## src/rtl/codec_config_pkg.sv

```systemverilog
// Shared types and constants for the audio-codec configuration sequencer.
package codec_config_pkg;

    typedef enum logic [2:0] {
        ST_IDLE,
        ST_LOAD,
        ST_LAUNCH,
        ST_WAIT,
        ST_GAP,
        ST_DONE,
        ST_ERROR
    } state_t;

    localparam logic [3:0] FAULT_NONE    = 4'h0;
    localparam logic [3:0] FAULT_MAX     = 4'h5;
    localparam logic [3:0] FAULT_TIMEOUT = 4'hE;
    localparam logic [3:0] FAULT_OK      = 4'hF;

    typedef struct packed {
        logic [6:0] register;
        logic [8:0] data;
    } entry_t;

    localparam int TABLE_LEN = 10;

    // Returned for any index past the end of the table: a harmless codec reset write.
    localparam entry_t ENTRY_FILL = '{register: 7'h0F, data: 9'h000};

    localparam entry_t DEFAULT_TABLE [TABLE_LEN] = '{
        '{register: 7'h0F, data: 9'h000},
        '{register: 7'h06, data: 9'h010},
        '{register: 7'h07, data: 9'h04A},
        '{register: 7'h08, data: 9'h000},
        '{register: 7'h09, data: 9'h001},
        '{register: 7'h00, data: 9'h097},
        '{register: 7'h01, data: 9'h097},
        '{register: 7'h02, data: 9'h079},
        '{register: 7'h03, data: 9'h079},
        '{register: 7'h04, data: 9'h012}
    };

    // Master fault codes 1..5 are genuine failures; 0 and F are not.
    function automatic logic is_fault(input logic [3:0] code);
        return (code != FAULT_NONE) && (code <= FAULT_MAX);
    endfunction

endpackage

```

## src/rtl/codec_config_rom.sv

```systemverilog
// Combinational index-to-entry lookup into the codec register write table.
module codec_config_rom
    import codec_config_pkg::*;
(
    input  logic [5:0] i_index,
    output logic [6:0] o_register,
    output logic [8:0] o_data
);

    always_comb begin
        o_register = ENTRY_FILL.register;
        o_data     = ENTRY_FILL.data;
        for (int i = 0; i < TABLE_LEN; i++) begin
            if (i_index == 6'(i)) begin
                o_register = DEFAULT_TABLE[i].register;
                o_data     = DEFAULT_TABLE[i].data;
            end
        end
    end

endmodule

```

## src/rtl/codec_config_sequencer.sv

```systemverilog
// Walks the codec write table, launching one I2C master transaction per entry
// with bounded retries, and reports completion or the first hard failure.
//
// state  | meaning
// IDLE   | after reset, waiting for i_start
// LOAD   | table entry latched onto master inputs
// LAUNCH | master held in reset for RESET_HOLD cycles
// WAIT   | transaction running; watch done/fault/timeout
// GAP    | idle spacing before next launch (advance or retry)
// DONE   | all entries written
// ERROR  | retries exhausted; index and code latched
module codec_config_sequencer
    import codec_config_pkg::*;
#(
    parameter int         N_ENTRIES      = 10,
    parameter logic [6:0] DEV_ADDR       = 7'h1A,
    parameter int         MAX_RETRIES    = 3,
    parameter int         RESET_HOLD     = 2,
    parameter int         GAP_CYCLES     = 4,
    parameter int         TIMEOUT_CYCLES = 96
) (
    input  logic       i_i2c_clk,
    input  logic       i_nrst,
    input  logic       i_start,
    output logic       o_busy,
    output logic       o_config_done,
    output logic       o_error,
    output logic [5:0] o_error_index,
    output logic [3:0] o_error_code,
    output logic       o_mst_nrst,
    output logic [6:0] o_mst_addr,
    output logic [6:0] o_mst_register,
    output logic [8:0] o_mst_data,
    output logic       o_mst_read_not_write,
    input  logic       i_mst_done,
    input  logic [3:0] i_mst_fault_code
);

    localparam logic [5:0]  LAST_INDEX  = 6'(N_ENTRIES - 1);
    localparam logic [7:0]  RETRY_LIMIT = 8'(MAX_RETRIES);
    localparam logic [15:0] HOLD_LOAD   = 16'(RESET_HOLD - 1);
    localparam logic [15:0] GAP_LOAD    = 16'(GAP_CYCLES - 1);
    localparam logic [15:0] TMO_LOAD    = 16'(TIMEOUT_CYCLES - 1);
    // The timer counts down through WAIT; the first two WAIT cycles sit above this.
    localparam logic [15:0] STALE_LIMIT = 16'(TIMEOUT_CYCLES - 3);

    state_t      state_q, state_d;
    logic [5:0]  index_q, index_d;
    logic [7:0]  retry_q, retry_d;
    logic [15:0] tmr_q, tmr_d;
    logic        last_ok_q, last_ok_d;
    logic [6:0]  reg_q, reg_d;
    logic [8:0]  data_q, data_d;
    logic [5:0]  err_index_q, err_index_d;
    logic [3:0]  err_code_q, err_code_d;

    logic        load_entry;
    logic [6:0]  rom_register;
    logic [8:0]  rom_data;
    logic        success, fault_seen, timed_out;

    codec_config_rom u_rom (
        .i_index    (index_d),
        .o_register (rom_register),
        .o_data     (rom_data)
    );

    assign success    = i_mst_done && (i_mst_fault_code == FAULT_OK);
    assign fault_seen = (tmr_q <= STALE_LIMIT) && is_fault(i_mst_fault_code);
    assign timed_out  = (tmr_q == 16'd0);

    always_comb begin
        state_d     = state_q;
        index_d     = index_q;
        retry_d     = retry_q;
        tmr_d       = tmr_q;
        last_ok_d   = last_ok_q;
        err_index_d = err_index_q;
        err_code_d  = err_code_q;
        load_entry  = 1'b0;

        case (state_q)
            ST_IDLE, ST_DONE, ST_ERROR: begin
                if (i_start) begin
                    state_d     = ST_LOAD;
                    index_d     = 6'd0;
                    retry_d     = 8'd0;
                    err_index_d = 6'd0;
                    err_code_d  = FAULT_NONE;
                    load_entry  = 1'b1;
                end
            end
            ST_LOAD: begin
                state_d = ST_LAUNCH;
                tmr_d   = HOLD_LOAD;
            end
            ST_LAUNCH: begin
                if (tmr_q == 16'd0) begin
                    state_d = ST_WAIT;
                    tmr_d   = TMO_LOAD;
                end else begin
                    tmr_d = tmr_q - 16'd1;
                end
            end
            ST_WAIT: begin
                if (success) begin
                    state_d   = ST_GAP;
                    tmr_d     = GAP_LOAD;
                    last_ok_d = 1'b1;
                end else if (fault_seen || timed_out) begin
                    if (retry_q < RETRY_LIMIT) begin
                        state_d   = ST_GAP;
                        tmr_d     = GAP_LOAD;
                        retry_d   = retry_q + 8'd1;
                        last_ok_d = 1'b0;
                    end else begin
                        state_d     = ST_ERROR;
                        err_index_d = index_q;
                        err_code_d  = fault_seen ? i_mst_fault_code : FAULT_TIMEOUT;
                    end
                end else begin
                    tmr_d = tmr_q - 16'd1;
                end
            end
            ST_GAP: begin
                if (tmr_q != 16'd0) begin
                    tmr_d = tmr_q - 16'd1;
                end else if (!last_ok_q) begin
                    state_d    = ST_LOAD;
                    load_entry = 1'b1;
                end else if (index_q == LAST_INDEX) begin
                    state_d = ST_DONE;
                end else begin
                    state_d    = ST_LOAD;
                    index_d    = index_q + 6'd1;
                    retry_d    = 8'd0;
                    load_entry = 1'b1;
                end
            end
            default: state_d = ST_IDLE;
        endcase

        // Master inputs change only on entry to LOAD, so they hold steady for the whole transaction.
        reg_d  = load_entry ? rom_register : reg_q;
        data_d = load_entry ? rom_data : data_q;
    end

    always_ff @(posedge i_i2c_clk or negedge i_nrst) begin
        if (!i_nrst) begin
            state_q     <= ST_IDLE;
            index_q     <= 6'd0;
            retry_q     <= 8'd0;
            tmr_q       <= 16'd0;
            last_ok_q   <= 1'b0;
            reg_q       <= 7'd0;
            data_q      <= 9'd0;
            err_index_q <= 6'd0;
            err_code_q  <= FAULT_NONE;
        end else begin
            state_q     <= state_d;
            index_q     <= index_d;
            retry_q     <= retry_d;
            tmr_q       <= tmr_d;
            last_ok_q   <= last_ok_d;
            reg_q       <= reg_d;
            data_q      <= data_d;
            err_index_q <= err_index_d;
            err_code_q  <= err_code_d;
        end
    end

    assign o_busy               = (state_q == ST_LOAD) || (state_q == ST_LAUNCH) ||
                                  (state_q == ST_WAIT) || (state_q == ST_GAP);
    assign o_config_done        = (state_q == ST_DONE);
    assign o_error              = (state_q == ST_ERROR);
    assign o_error_index        = err_index_q;
    assign o_error_code         = err_code_q;
    assign o_mst_nrst           = (state_q != ST_LAUNCH);
    assign o_mst_addr           = DEV_ADDR;
    assign o_mst_register       = reg_q;
    assign o_mst_data           = data_q;
    assign o_mst_read_not_write = 1'b0;

endmodule
```

## config.mk

```make
export PLATFORM = sky130hd
export DESIGN_NAME = codec_config_sequencer
export DESIGN_NICKNAME = d
export VERILOG_FILES = /design/src/rtl/codec_config_pkg.sv /design/src/rtl/codec_config_rom.sv /design/src/rtl/codec_config_sequencer.sv
export SDC_FILE = /design/constraint.sdc
export NUM_CORES = 1
export LEC_CHECK = 0
export CELL_PAD_IN_SITES_DETAIL_PLACEMENT = 1
export CELL_PAD_IN_SITES_GLOBAL_PLACEMENT = 1
export CORE_AREA = 2 2 124 66
export CTS_BUF_LIST = sky130_fd_sc_hd__clkbuf_8 sky130_fd_sc_hd__clkbuf_16
export CTS_CLUSTER_DIAMETER = 60
export DETAILED_ROUTE_END_ITERATION = 6
export DIE_AREA = 0 0 126 68
export PLACE_DENSITY = 0.92
export SETUP_SLACK_MARGIN = 0.1
export SLEW_MARGIN = 20
export SYNTH_ARGS = -nofsm -noshare
export SYNTH_HDL_FRONTEND = slang
export SYNTH_SLANG_ARGS = --single-unit
```

## constraint.sdc

```tcl
create_clock -name i_i2c_clk -period 5.1 [get_ports i_i2c_clk]
set_clock_uncertainty 0.05 [all_clocks]
set_input_delay 0.51 -clock i_i2c_clk [delete_from_list [all_inputs] [get_ports i_i2c_clk]]
set_output_delay 0.51 -clock i_i2c_clk [all_outputs]
set_load 0.01 [all_outputs]
```

==> results of run 1 <==
## registers in the layout, indices dropped and copies added, names as in the netlist
signal,flops
o_error_code,4
last_ok_q,1
retry_q,8
state_q,3
o_mst_register,4
o_error_index,6
o_mst_data,6
tmr_q,16
index_q,6
## layout by cell type (no fill, tap or decap), types with 3 or more instances in the layout
master	n
nand2_1	27
nor2_1	29
a21o_1	4
a21oi_1	19
clkbuf_16	5
buf_4	3
o21ai_0	32
nand4_1	4
o21a_1	3
nand2b_1	8
or3_1	3
inv_1	20
nand3_1	14
and2_1	7
or4_4	3
conb_1	12
ha_1	6
o211ai_1	6
nor4_1	6
clkdlybuf4s50_1	32
dfrtp_1	54
nor2b_1	3
a22oi_1	3
a31oi_1	7
nor3_1	16
a22o_1	3
o31ai_1	7
## cell families (layout without fill, tap and decap cells)
family	Yosys count	after routing	share of synthesized area [%]
AOI/OAI and AO/OA	116	116	23.8
xor gates and xnor gates	3	3	0.801
adders and majority gates	6	6	2.29
buffers and inverters	53	64	8.20
DFF	54	54	41.2
muxes	2	2	0.763
other	2	12	0.229
and+or+nand+nor	137	137	22.7
## path summary, 6_finish.rpt
| kind | slack [ns] | endpoint | start |
|---|---|---|---|
| max in group asynchronous | 4.24 | o_mst_data[5] | i_nrst |
| worst min register to register | 0.42 | o_mst_data[0] | o_mst_data[0] |
| min in group i_i2c_clk | 0.42 | o_mst_data[0] | o_mst_data[0] |
| worst min-delay path | 0.29 | tmr_q[2] | i_nrst |
| worst max-delay path | 1.32 | tmr_q[5] | tmr_q[9] |
| worst max register to register | 1.32 | tmr_q[5] | tmr_q[9] |
## routing by layer
layer | GRT usage (%) | share of wire [%] | wire length, um | up-vias
li1 | - | - | - | 1376
met1 | 34.1 | 49 | 4640 | 1485
met2 | 35.2 | 44 | 4140 | 107
met3 | 5.24 | 6.5 | 619 | 12
met4 | 5.91 | 0.98 | 93 | 0
met5 | 0 | 0 | 0 | -
## where the power goes
group,total [mW],switching (mW),internal [mW]
Sequential,0.652,0.132,0.521
Clock,0.348,0.167,0.181
Combinational,0.965,0.611,0.354
Total,1.97,0.910,1.06
## cell usage after synthesis (2+ instances only)
| master | instances |
|---|---|
| o21a_1 | 3 |
| nand4_1 | 4 |
| o2bb2ai_1 | 2 |
| buf_2 | 2 |
| a22o_1 | 3 |
| o22ai_1 | 2 |
| nand3_1 | 14 |
| o211a_1 | 2 |
| a32o_1 | 2 |
| nand2_1 | 27 |
| and2_1 | 7 |
| buf_6 | 2 |
| o211ai_1 | 6 |
| a211oi_1 | 2 |
| nand3b_1 | 2 |
| a21o_1 | 4 |
| a31oi_1 | 7 |
| and3_1 | 2 |
| nand2b_1 | 8 |
| inv_1 | 20 |
| o21ai_1 | 2 |
| nor2b_1 | 3 |
| a22oi_1 | 3 |
| or4_4 | 3 |
| buf_4 | 14 |
| or4_1 | 2 |
| o21ai_0 | 33 |
| conb_1 | 2 |
| a21boi_0 | 2 |
| a21oi_1 | 19 |
| o31ai_1 | 7 |
| ha_1 | 6 |
| nor2_1 | 29 |
| nor3_1 | 16 |
| nor4_1 | 6 |
| dfrtp_1 | 54 |
| a41oi_1 | 2 |
| xnor2_1 | 2 |
| a31o_2 | 2 |
| clkbuf_1 | 13 |
| or3_1 | 3 |
## area by class of cell
| class | count | area [um^2] |
|---|---|---|
| flip-flops and latches | 54 | 1350 |
| multi-input cells | 276 | 1710 |
| fillers | 883 | 3850 |
| clock inverters | 2 | 13.8 |
| repair buffers | 36 | 348 |
| well taps | 100 | 125 |
| clock buffers | 5 | 125 |
| inverters | 21 | 78.8 |
## through the flow
stage	area (um^2)	instances	total power, mW	utilization (%)	hold slack [ns]
after floorplan	3320	383	1.28	-	0.164
after global placement	3600	487	1.54	47.4	0.399
after detailed placement	3600	487	1.59	47.4	0.411
after CTS	3740	494	1.96	49.2	0.320
after global routing	3750	494	2.10	49.4	0.362
final	3750	494	1.97	49.4	0.289
## worst register-to-register path: stages (launching register included)
cell	delay, ns
dfrtp_1	0.47
or4_1	0.59
a2111oi_0	0.59
o211a_1	0.32
o21ai_0	0.26
o211ai_1	0.90
nor2_1	0.24
a22o_1	0.26
==> results.py, run 1 <==
metrics = {
    "run_status": {
        "outcome": "finished clean",
    },
    "sta": {
        "fmax_ghz": 0.264,
        "worst_slack_ns": 1.32,
        "finalHoldViolations": 0,
        "slew_violations": 0,
        "setup_viol": 0,
        "rsz0062_at_grt": "false",
        "layout_min_cycle_time_ns": 3.78,
        "fin_setup_tns_ns": 0,
        "tightest_slew_ns": 0.994,
        "min_period_over_period_pct": 74.2,
        "relSlewSlack_pct": 33.5,
    },
    "clock_network": {
        "cts_tree": "done",
        "clock-root-buffer": "clkbuf_16",
        "clock_sinks": 54,
        "cts_buffers": 5,
        "ctsResizeCount": 0,
        "clk_latency_ns": 0.31,
        "post_cts_buffers": 0,
        "cts_max_path_buffers": 2,
        "cts.htree.levels": 2,
        "cts-hold-fix-buffers": 0,
        "path_clk_slew_ns": 0.07,
    },
    "worst_setup_path": {
        "end_kind": "flip-flop",
        "critPathMaxStageDelay_ns": 0.90,
        "reg2regPathDepth": 7,
        "cp_top_family": "compound AO/OA/AOI/OAI gates",
        "crit_path_max_fanout": 11,
        "worstPathRequired_ns": 5.24,
        "crit_arrival_ns": 3.92,
        "cp.depth": 7,
        "start_kind": "flip-flop",
        "critical_path_class": "reg -> reg",
        "slowest_stage": "o211ai_1",
        "path_buf_inv": 0,
        "cp_cell_sequence": "or4_1 > a2111oi_0 > o211a_1 > o21ai_0 > o211ai_1 > nor2_1 > a22o_1",
    },
    "global_routing": {
        "grt_max_degree": 55,
        "grt_use_total_pct": 23.3,
        "grt-ovfl-total": 0,
        "grt_pass1_vias": 2921,
        "antenna_found_initial": 0,
        "grt_pass1_wl_um": 15500,
    },
    "logic_synthesis": {
        "synth_area_um2": 3280,
        "synth_ff_type": "dfrtp_1",
        "synth_async_sr_flop_share_pct": 100,
        "synth.top_cell.area_share_pct": 41.2,
        "synth_cells": 373,
        "synth.distinct_cells": 70,
        "synth-edff-count": 0,
        "yosys_warnings": 0,
        "ys_seq_area_share_pct": 41.2,
        "synthTopCellsByArea": "dfrtp_1 (41%), o21ai_0 (5.0%), nor2_1 (3.3%)",
        "avgSynthCellArea_um2": 8.80,
        "yosysTopAreaCell": "dfrtp_1",
        "ys_ff_latch": 54,
    },
    "pwr": {
        "peakVddDrop_mv": 0.247,
        "power.density_nw_per_um2": 524,
        "p_leak_nw": 1.58,
    },
    "route": {
        "wl_per_cell_um": 19.2,
        "drc": 0,
        "vias": 2980,
        "drt_iter0_drc": 185,
        "wirelength_um": 9500,
        "antenna_left": 0,
        "firstDrtPassIters": 5,
        "avgViaCountPerCell": 6.03,
    },
    "placed_design": {
        "dpl.hpwl_um": 6960,
        "pre_cts_ws_ns": 1.46,
        "gp_congestion": 0.900,
        "port_buffers": 33,
    },
    "run": {
        "maxCapViolCount": 0,
    },
    "floorplan": {
        "chipWidth_um": 126,
        "rows": 23,
        "core_area_um2": 7600,
        "fp.dieArea_um2": 8570,
        "initial_core_util_pct": 43.2,
        "die_h_um": 68,
        "num_io_pins": 46,
    },
    "final_layout": {
        "drive_gt1_share_pct": 7.11,
        "syn_to_final_growth_pct": 14.3,
        "nNetsFinal": 408,
        "diodes": 0,
    },
    "hold_path": {
        "hold_path_class": "in -> async",
    },
}
Note: power is estimated with default switching activity, not from simulation.
==> inputs of run 2 (changes only) <==
--- a/config.mk
+++ b/config.mk
@@ -7,12 +7,12 @@
 export LEC_CHECK = 0
 export CELL_PAD_IN_SITES_DETAIL_PLACEMENT = 1
 export CELL_PAD_IN_SITES_GLOBAL_PLACEMENT = 1
-export CORE_AREA = 2 2 124 66
+export CORE_AREA = 2 2 135 71
 export CTS_BUF_LIST = sky130_fd_sc_hd__clkbuf_8 sky130_fd_sc_hd__clkbuf_16
 export CTS_CLUSTER_DIAMETER = 60
 export DETAILED_ROUTE_END_ITERATION = 6
-export DIE_AREA = 0 0 126 68
-export PLACE_DENSITY = 0.92
+export DIE_AREA = 0 0 137 73
+export PLACE_DENSITY = 0.84
 export SETUP_SLACK_MARGIN = 0.1
 export SLEW_MARGIN = 20
 export SYNTH_ARGS = -nofsm -noshare
==> constraint.sdc (replaced) <==
create_clock -name i_i2c_clk -period 3.05 [get_ports i_i2c_clk]
set_clock_uncertainty 0.05 [all_clocks]
set_input_delay 0.305 -clock i_i2c_clk [delete_from_list [all_inputs] [get_ports i_i2c_clk]]
set_output_delay 0.305 -clock i_i2c_clk [all_outputs]
set_load 0.01 [all_outputs]
==> run 2 against run 1 <==
- the flow now finishes with violations (negative setup slack)
- global-route usage fell by 0.24 points
- wire length rose by 31%
- utilization grew 0.11 points
- combinational power grew 140%
- clock power is 81% higher
- critical path type unchanged
- critical endpoint is now o_mst_register[2]
==> results.py, run 2 (same netlist as run 1, synthesis figures left out) <==
metrics = {
    "sta": {
        "rsz0062_at_grt": "true",
        "slew_violations": 0,
        "finalHoldViolations": 0,
        "relSlewSlack_pct": 43.4,
        "setup_viol": 3,
        "tightest_slew_ns": 0.845,
        "layout_min_cycle_time_ns": 3.10,
        "worst_slack_ns": -0.0517,
        "fmax_ghz": 0.322,
        "min_period_over_period_pct": 102,
    },
    "worst_setup_path": {
        "start_kind": "flip-flop",
        "path_buf_inv": 2,
        "regToRegEndpoint": "o_mst_register[2]",
        "crit_path_max_fanout": 6,
        "cp_cell_sequence": "or4_4 > or4_4 > buf_6 > o311ai_4 > nand2_4 > buf_4 > a21oi_1 > o21bai_1 > a21oi_1",
        "slowest_stage": "or4_4",
        "cp_top_family": "simple AND/OR/NAND/NOR gates",
        "crit_arrival_ns": 3.27,
        "worstPathRequired_ns": 3.22,
        "r2r_slack_ns": -0.05,
        "end_kind": "flip-flop",
        "critical_path_class": "reg -> reg",
        "reg2regPathDepth": 9,
        "critPathMaxStageDelay_ns": 0.64,
        "rr_startpoint": "tmr_q[12]",
    },
    "pwr": {
        "p_int_mw": 2.22,
        "pwr-share-comb_pct": 58.5,
        "sw_frac_of_total_pct": 44.3,
        "p_clk_share_pct": 15.8,
        "p_sw_mw": 1.76,
        "peakVddDrop_mv": 0.450,
        "power.density_nw_per_um2": 892,
        "seqPwrFrac_pct": 25.7,
        "p_leak_nw": 1.96,
    },
    "final_layout": {
        "drive_gt1_share_pct": 25.6,
        "reg_top3": "tmr_q: 16 flops, retry_q: 8 flops",
        "syn_to_final_growth_pct": 35.9,
        "stdcell_count": 586,
        "nNetsFinal": 478,
        "final_cell_mix": "buf_4 (66), dfrtp_1 (54), clkdlybuf4s50_1 (32), nor2_1 (29), o21ai_0 (28)",
        "fin_area_um2": 4460,
        "final_common_cell": "buf_4",
        "diodes": 0,
        "top_register": "tmr_q",
        "largest_register_ff_count": 16,
    },
    "clock_network": {
        "cts.htree.levels": 2,
        "cts_max_path_buffers": 2,
        "clk_latency_ns": 0.31,
        "clock_sinks": 54,
        "clock-root-buffer": "clkbuf_16",
        "cts_tree": "done",
        "cts_buffers": 5,
        "path_clk_slew_ns": 0.09,
    },
    "run_status": {
        "outcome": "complete, but fails checks",
        "failed_checks": "negative setup slack",
    },
    "route": {
        "wl_per_cell_um": 21.2,
        "drt_iter0_drc": 267,
        "drc": 0,
        "antenna_left": 0,
        "wirelength_um": 12500,
        "vias": 3382,
        "avgViaCountPerCell": 5.77,
        "firstDrtPassIters": 5,
    },
    "hold_path": {
        "worstHoldStart": "o_mst_data[5]",
        "hold_path_class": "reg -> reg",
        "hold_end": "o_mst_data[5]",
        "holdPathStages": 2,
    },
    "global_routing": {
        "antenna_found_initial": 0,
        "grt_max_degree": 29,
        "grt-ovfl-total": 0,
        "grt_pass1_wl_um": 17600,
        "grt_use_total_pct": 23.1,
        "grt_pass1_vias": 3282,
    },
    "floorplan": {
        "core_area_um2": 9010,
        "rows": 25,
        "initial_core_util_pct": 36.4,
        "num_io_pins": 46,
        "fp.dieArea_um2": 10000,
        "die_h_um": 73,
        "chipWidth_um": 137,
    },
    "placed_design": {
        "dp.cells": 547,
        "placedInstanceArea_um2": 3920,
        "port_buffers": 33,
        "gp_congestion": 0.931,
        "dpl.hpwl_um": 7720,
    },
    "run": {
        "maxCapViolCount": 0,
    },
}
[run 2: repair_timing]
action / CTS / global route
setup endpoints to repair: 26 / 27
setup buffers: 10 / 18
gates resized for setup: 23 / 17
hold buffers: 1 / 0
pin swaps: 13 / 11
endpoints found under the hold margin: 26 / 0
cloned: 2 / 0
[run 2: worst min-delay path: cells and delay by family, from the launching register on]
family           cells  cell delay, ns
AND/OR/NAND/NOR      1            0.05
flip-flops           1            0.35
AO/OA/AOI/OAI        1            0.06
[run 2: worst max path at each step]
| stage | slack (ns) | cells after the start | end | startpoint |
|---|---|---|---|---|
| final | -0.05 | 9 | o_mst_register[2] | tmr_q[12] |
| after global routing | -0.12 | 9 | o_mst_register[2] | tmr_q[12] |
| after CTS | -0.008 | 10 | o_mst_data[5] | tmr_q[0] |
| after detailed placement | -0.18 | 9 | o_mst_register[2] | tmr_q[0] |
| after global placement | 0.02 | 9 | o_mst_data[5] | tmr_q[0] |
| after floorplan | 0.12 | 8 | o_mst_register[2] | tmr_q[11] |
[run 2: layer usage]
metal	track usage [%]	wire length [um]
met1	34.5	5700
met2	33.9	5520
met3	4.38	878
met4	6.64	351
met5	0	0
[run 2: power groups by stage]
stage	registers [mW]	logic, mW	clock network, mW
2_1_floorplan	1.00	1.14	0
3_3_place_gp	1.01	1.92	0
3_5_place_dp	1.02	2.00	0
4_1_cts	1.01	2.10	0.622
5_1_grt	1.04	2.50	0.663
6_report	1.02	2.33	0.629
[run 2: area by class of cell]
class	count	area, um^2
well taps	121	151
flip-flops and latches	54	1350
clock inverters	2	16.3
multi-input cells	278	1840
inverters	21	83.8
repair buffers	104	876
clock buffers	6	139
fillers	1058	4550
[run 2: per-stage QoR]
stage | setup slack, ns | hold slack (ns) | power (mW) | TNS [ns] | util [%]
after floorplan | 0.121 | -0.0406 | 2.14 | 0 | -
final | -0.0517 | 0.442 | 3.98 | -0.112 | 49.5
after detailed placement | -0.176 | 0.303 | 3.02 | -0.837 | 43.5
after global placement | 0.0158 | 0.309 | 2.93 | 0 | 43.5
after global routing | -0.120 | 0.465 | 4.20 | -0.442 | 49.5
after CTS | -0.00847 | 0.440 | 3.73 | -0.0157 | 47.2
==> inputs of run 3 (changes only) <==
--- a/config.mk
+++ b/config.mk
@@ -7,14 +7,15 @@
 export LEC_CHECK = 0
 export CELL_PAD_IN_SITES_DETAIL_PLACEMENT = 1
 export CELL_PAD_IN_SITES_GLOBAL_PLACEMENT = 1
-export CORE_AREA = 2 2 135 71
+export CORE_AREA = 2 2 140 74
 export CTS_BUF_LIST = sky130_fd_sc_hd__clkbuf_8 sky130_fd_sc_hd__clkbuf_16
 export CTS_CLUSTER_DIAMETER = 60
 export DETAILED_ROUTE_END_ITERATION = 6
-export DIE_AREA = 0 0 137 73
+export DIE_AREA = 0 0 142 76
 export PLACE_DENSITY = 0.84
 export SETUP_SLACK_MARGIN = 0.1
 export SLEW_MARGIN = 20
 export SYNTH_ARGS = -nofsm -noshare
 export SYNTH_HDL_FRONTEND = slang
+export SYNTH_HIERARCHICAL = 1
 export SYNTH_SLANG_ARGS = --single-unit
==> run 3 against run 2 <==
- the run now ends clean
- critical endpoint is now o_mst_data[2]
- sequential power up 14%
- cell count up 0.51%
- largest cell class unchanged
- non-clock buffer count down 23
- critical path type unchanged
- combinational power up 9.9%
- wire length up 3.0%
- highest routed layer unchanged
- area after synthesis up 11%
- utilization down 0.89 points
- worst hold slack worse by 0.0016 ns
- worst setup slack better by 0.14 ns
- fmax up 4.7%
==> results.py, run 3 <==
metrics = {
    "run_status": {
        "outcome": "finished clean",
    },
    "clock_network": {
        "clk_latency_ns": 0.35,
        "cts_buffers": 9,
        "cts.htree.levels": 3,
        "clock-root-buffer": "clkbuf_16",
        "cts_max_path_buffers": 2,
        "clock_sinks": 60,
        "cts_tree": "done",
        "path_clk_slew_ns": 0.06,
    },
    "logic_synthesis": {
        "avgSynthCellArea_um2": 9.28,
        "synth_async_sr_flop_share_pct": 100,
        "yosysTopAreaCell": "dfrtp_1",
        "synth_ff_type": "dfrtp_1",
        "ys_ff_latch": 60,
        "synth.top_cell.area_share_pct": 41.3,
        "synth_area_um2": 3640,
        "synth_cells": 392,
        "yosys-top-cells-count": "dfrtp_1 (60), o21ai_0 (26), nand2_1 (25), nor2_1 (25), mux2_2 (19)",
        "ys_seq_area_share_pct": 41.3,
        "synthTopCellsByArea": "dfrtp_1 (41%), mux2_2 (5.9%), o21ai_0 (3.6%)",
        "synth.distinct_cells": 61,
        "synth-edff-count": 0,
        "yosys_warnings": 6,
        "synth_most_common_cell": "dfrtp_1",
    },
    "global_routing": {
        "antenna_found_initial": 0,
        "grt_pass1_wl_um": 19400,
        "grt_max_degree": 47,
        "grt-ovfl-total": 0,
        "grt_use_total_pct": 23.5,
        "grt_pass1_vias": 3431,
    },
    "floorplan": {
        "rows": 26,
        "fp.dieArea_um2": 10800,
        "die_h_um": 76,
        "chipWidth_um": 142,
        "initial_core_util_pct": 37.4,
        "num_io_pins": 46,
        "core_area_um2": 9730,
    },
    "sta": {
        "tightest_slew_ns": 0.901,
        "setup_viol": 0,
        "fin_setup_tns_ns": 0,
        "whs_ns": 0.440,
        "finalHoldViolations": 0,
        "min_period_over_period_pct": 97.2,
        "layout_min_cycle_time_ns": 2.96,
        "relSlewSlack_pct": 39.4,
        "rsz0062_at_grt": "true",
        "slew_violations": 0,
        "fmax_ghz": 0.337,
    },
    "placed_design": {
        "dp.cells": 563,
        "dpl.hpwl_um": 8790,
        "port_buffers": 37,
        "placedInstanceArea_um2": 4250,
        "gp_congestion": 0.989,
    },
    "route": {
        "antenna_left": 0,
        "wirelength_um": 12800,
        "firstDrtPassIters": 5,
        "drt_iter0_drc": 329,
        "wl_per_cell_um": 21.8,
        "avgViaCountPerCell": 6.02,
        "drc": 0,
        "vias": 3547,
    },
    "final_layout": {
        "stdcell_count": 589,
        "final_common_cell": "dfrtp_1",
        "final_cell_mix": "dfrtp_1 (60), buf_4 (42), clkdlybuf4s50_1 (36), nand2_1 (25), nor2_1 (24)",
        "syn_to_final_growth_pct": 30.0,
        "diodes": 0,
        "fin_area_um2": 4730,
        "nNetsFinal": 472,
        "fillers": 1107,
        "top_register": "tmr_q",
        "postLayoutCoreUtil_pct": 48.6,
        "largest_register_ff_count": 16,
        "drive_gt1_share_pct": 25.9,
    },
    "worst_setup_path": {
        "rr_startpoint": "tmr_q[1]",
        "end_kind": "flip-flop",
        "cp-startpoint": "tmr_q[1]",
        "critPathMaxStageDelay_ns": 0.41,
        "cp_cell_sequence": "inv_2 > ha_4 > nor4b_4 > and4_1 > buf_4 > nand4_1 > a21oi_1 > nand2b_1 > o31ai_1 > or2_2 > nor3_2 > mux2_2",
        "critical_path_class": "reg -> reg",
        "start_kind": "flip-flop",
        "crit_path_max_fanout": 7,
        "crit_arrival_ns": 3.20,
        "slowest_stage": "or2_2",
        "worstPathRequired_ns": 3.28,
    },
    "hold_path": {
        "hold_path_class": "reg -> reg",
        "worstHoldStart": "retry_q[2]",
    },
    "pwr": {
        "p_leak_nw": 2.07,
        "power.density_nw_per_um2": 978,
        "peakVddDrop_mv": 0.433,
    },
    "run": {
        "maxCapViolCount": 0,
    },
}
-- run 3: cell count changes in the layout (fill, tap and decap cells not counted), moves of 6 or more --
cell     change
buf_4       -24
o21ai_0      -7
and2_1       +7
nor2b_1      +6
a31oi_1      +6
dfrtp_1      +6
mux2_2      +18
-- run 3: routing by layer --
metal	track usage [%]	vias to the layer above	wire [um]
li1	-	1533	-
met1	34.7	1762	5760
met2	31.9	219	5480
met3	8.17	33	1300
met4	7.00	0	282
met5	0	-	0
-- run 3: area by class of cell --
type	count	area (um^2)	area share, %
Timing Repair Buffer	81	702	14.8
Inverter	15	56.3	1.19
Clock buffer	9	225	4.76
Tap cell	126	158	3.34
Clock inverter	7	36.3	0.768
Multi-Input combinational cell	291	2050	43.3
Sequential cell	60	1500	31.8
-- run 3: stage by stage --
stage | setup slack [ns] | total power [mW]
CTS | 0.113 | 4.41
global route | 0.0118 | 4.87
detailed placement | -0.158 | 3.39
finish | 0.0869 | 4.62
global placement | 0.0839 | 3.28
floorplan | 0.101 | 2.50
-- run 3: repair_timing --
action / in CTS / in global routing
gates resized for setup: 15 / 18
buffers inserted: 1 / 8
endpoints found under the hold margin: 0 / 45
setup endpoints to repair: 12 / 12
hold buffers: 0 / 1
pin swaps: 3 / 6
-- run 3: where the power goes --
group | switching, mW | leakage (nW) | internal [mW]
clock | 0.373 | 0.141 | 0.537
sequential | 0.196 | 0.791 | 0.961
combinational | 1.49 | 1.14 | 1.06
total | 2.06 | 2.07 | 2.56
-- run 3: critical path, delay by kind of cell, from the launching register on --
family / cells / cell delay, ns
compound gates: 2 / 0.34
fa+ha+maj: 1 / 0.15
buf+inv: 2 / 0.27
flops: 1 / 0.39
mux: 1 / 0.20
simple gates: 6 / 1.49
-- run 3: path summary, 6_finish.rpt --
check	end	slack (ns)	cells past startpoint
min in group asynchronous	tmr_q[12]	0.46	2
worst min register to register	retry_q[2]	0.44	1
worst max register to register	o_mst_data[2]	0.09	12
worst max-delay path	o_mst_data[2]	0.09	12
worst min-delay path	retry_q[2]	0.44	1
max in group asynchronous	o_mst_register[3]	1.83	3
-- run 3: kinds of logic after synthesis --
kind of cell | count (synthesis) | share of synthesized area (%)
AOI/OAI and AO/OA | 100 | 19.0
xor gates and xnor gates | 9 | 2.17
adders and majority gates | 6 | 2.06
buffers and inverters | 50 | 7.26
DFF | 60 | 41.3
muxes | 21 | 6.57
other | 3 | 0.310
and+or+nand+nor | 143 | 21.3
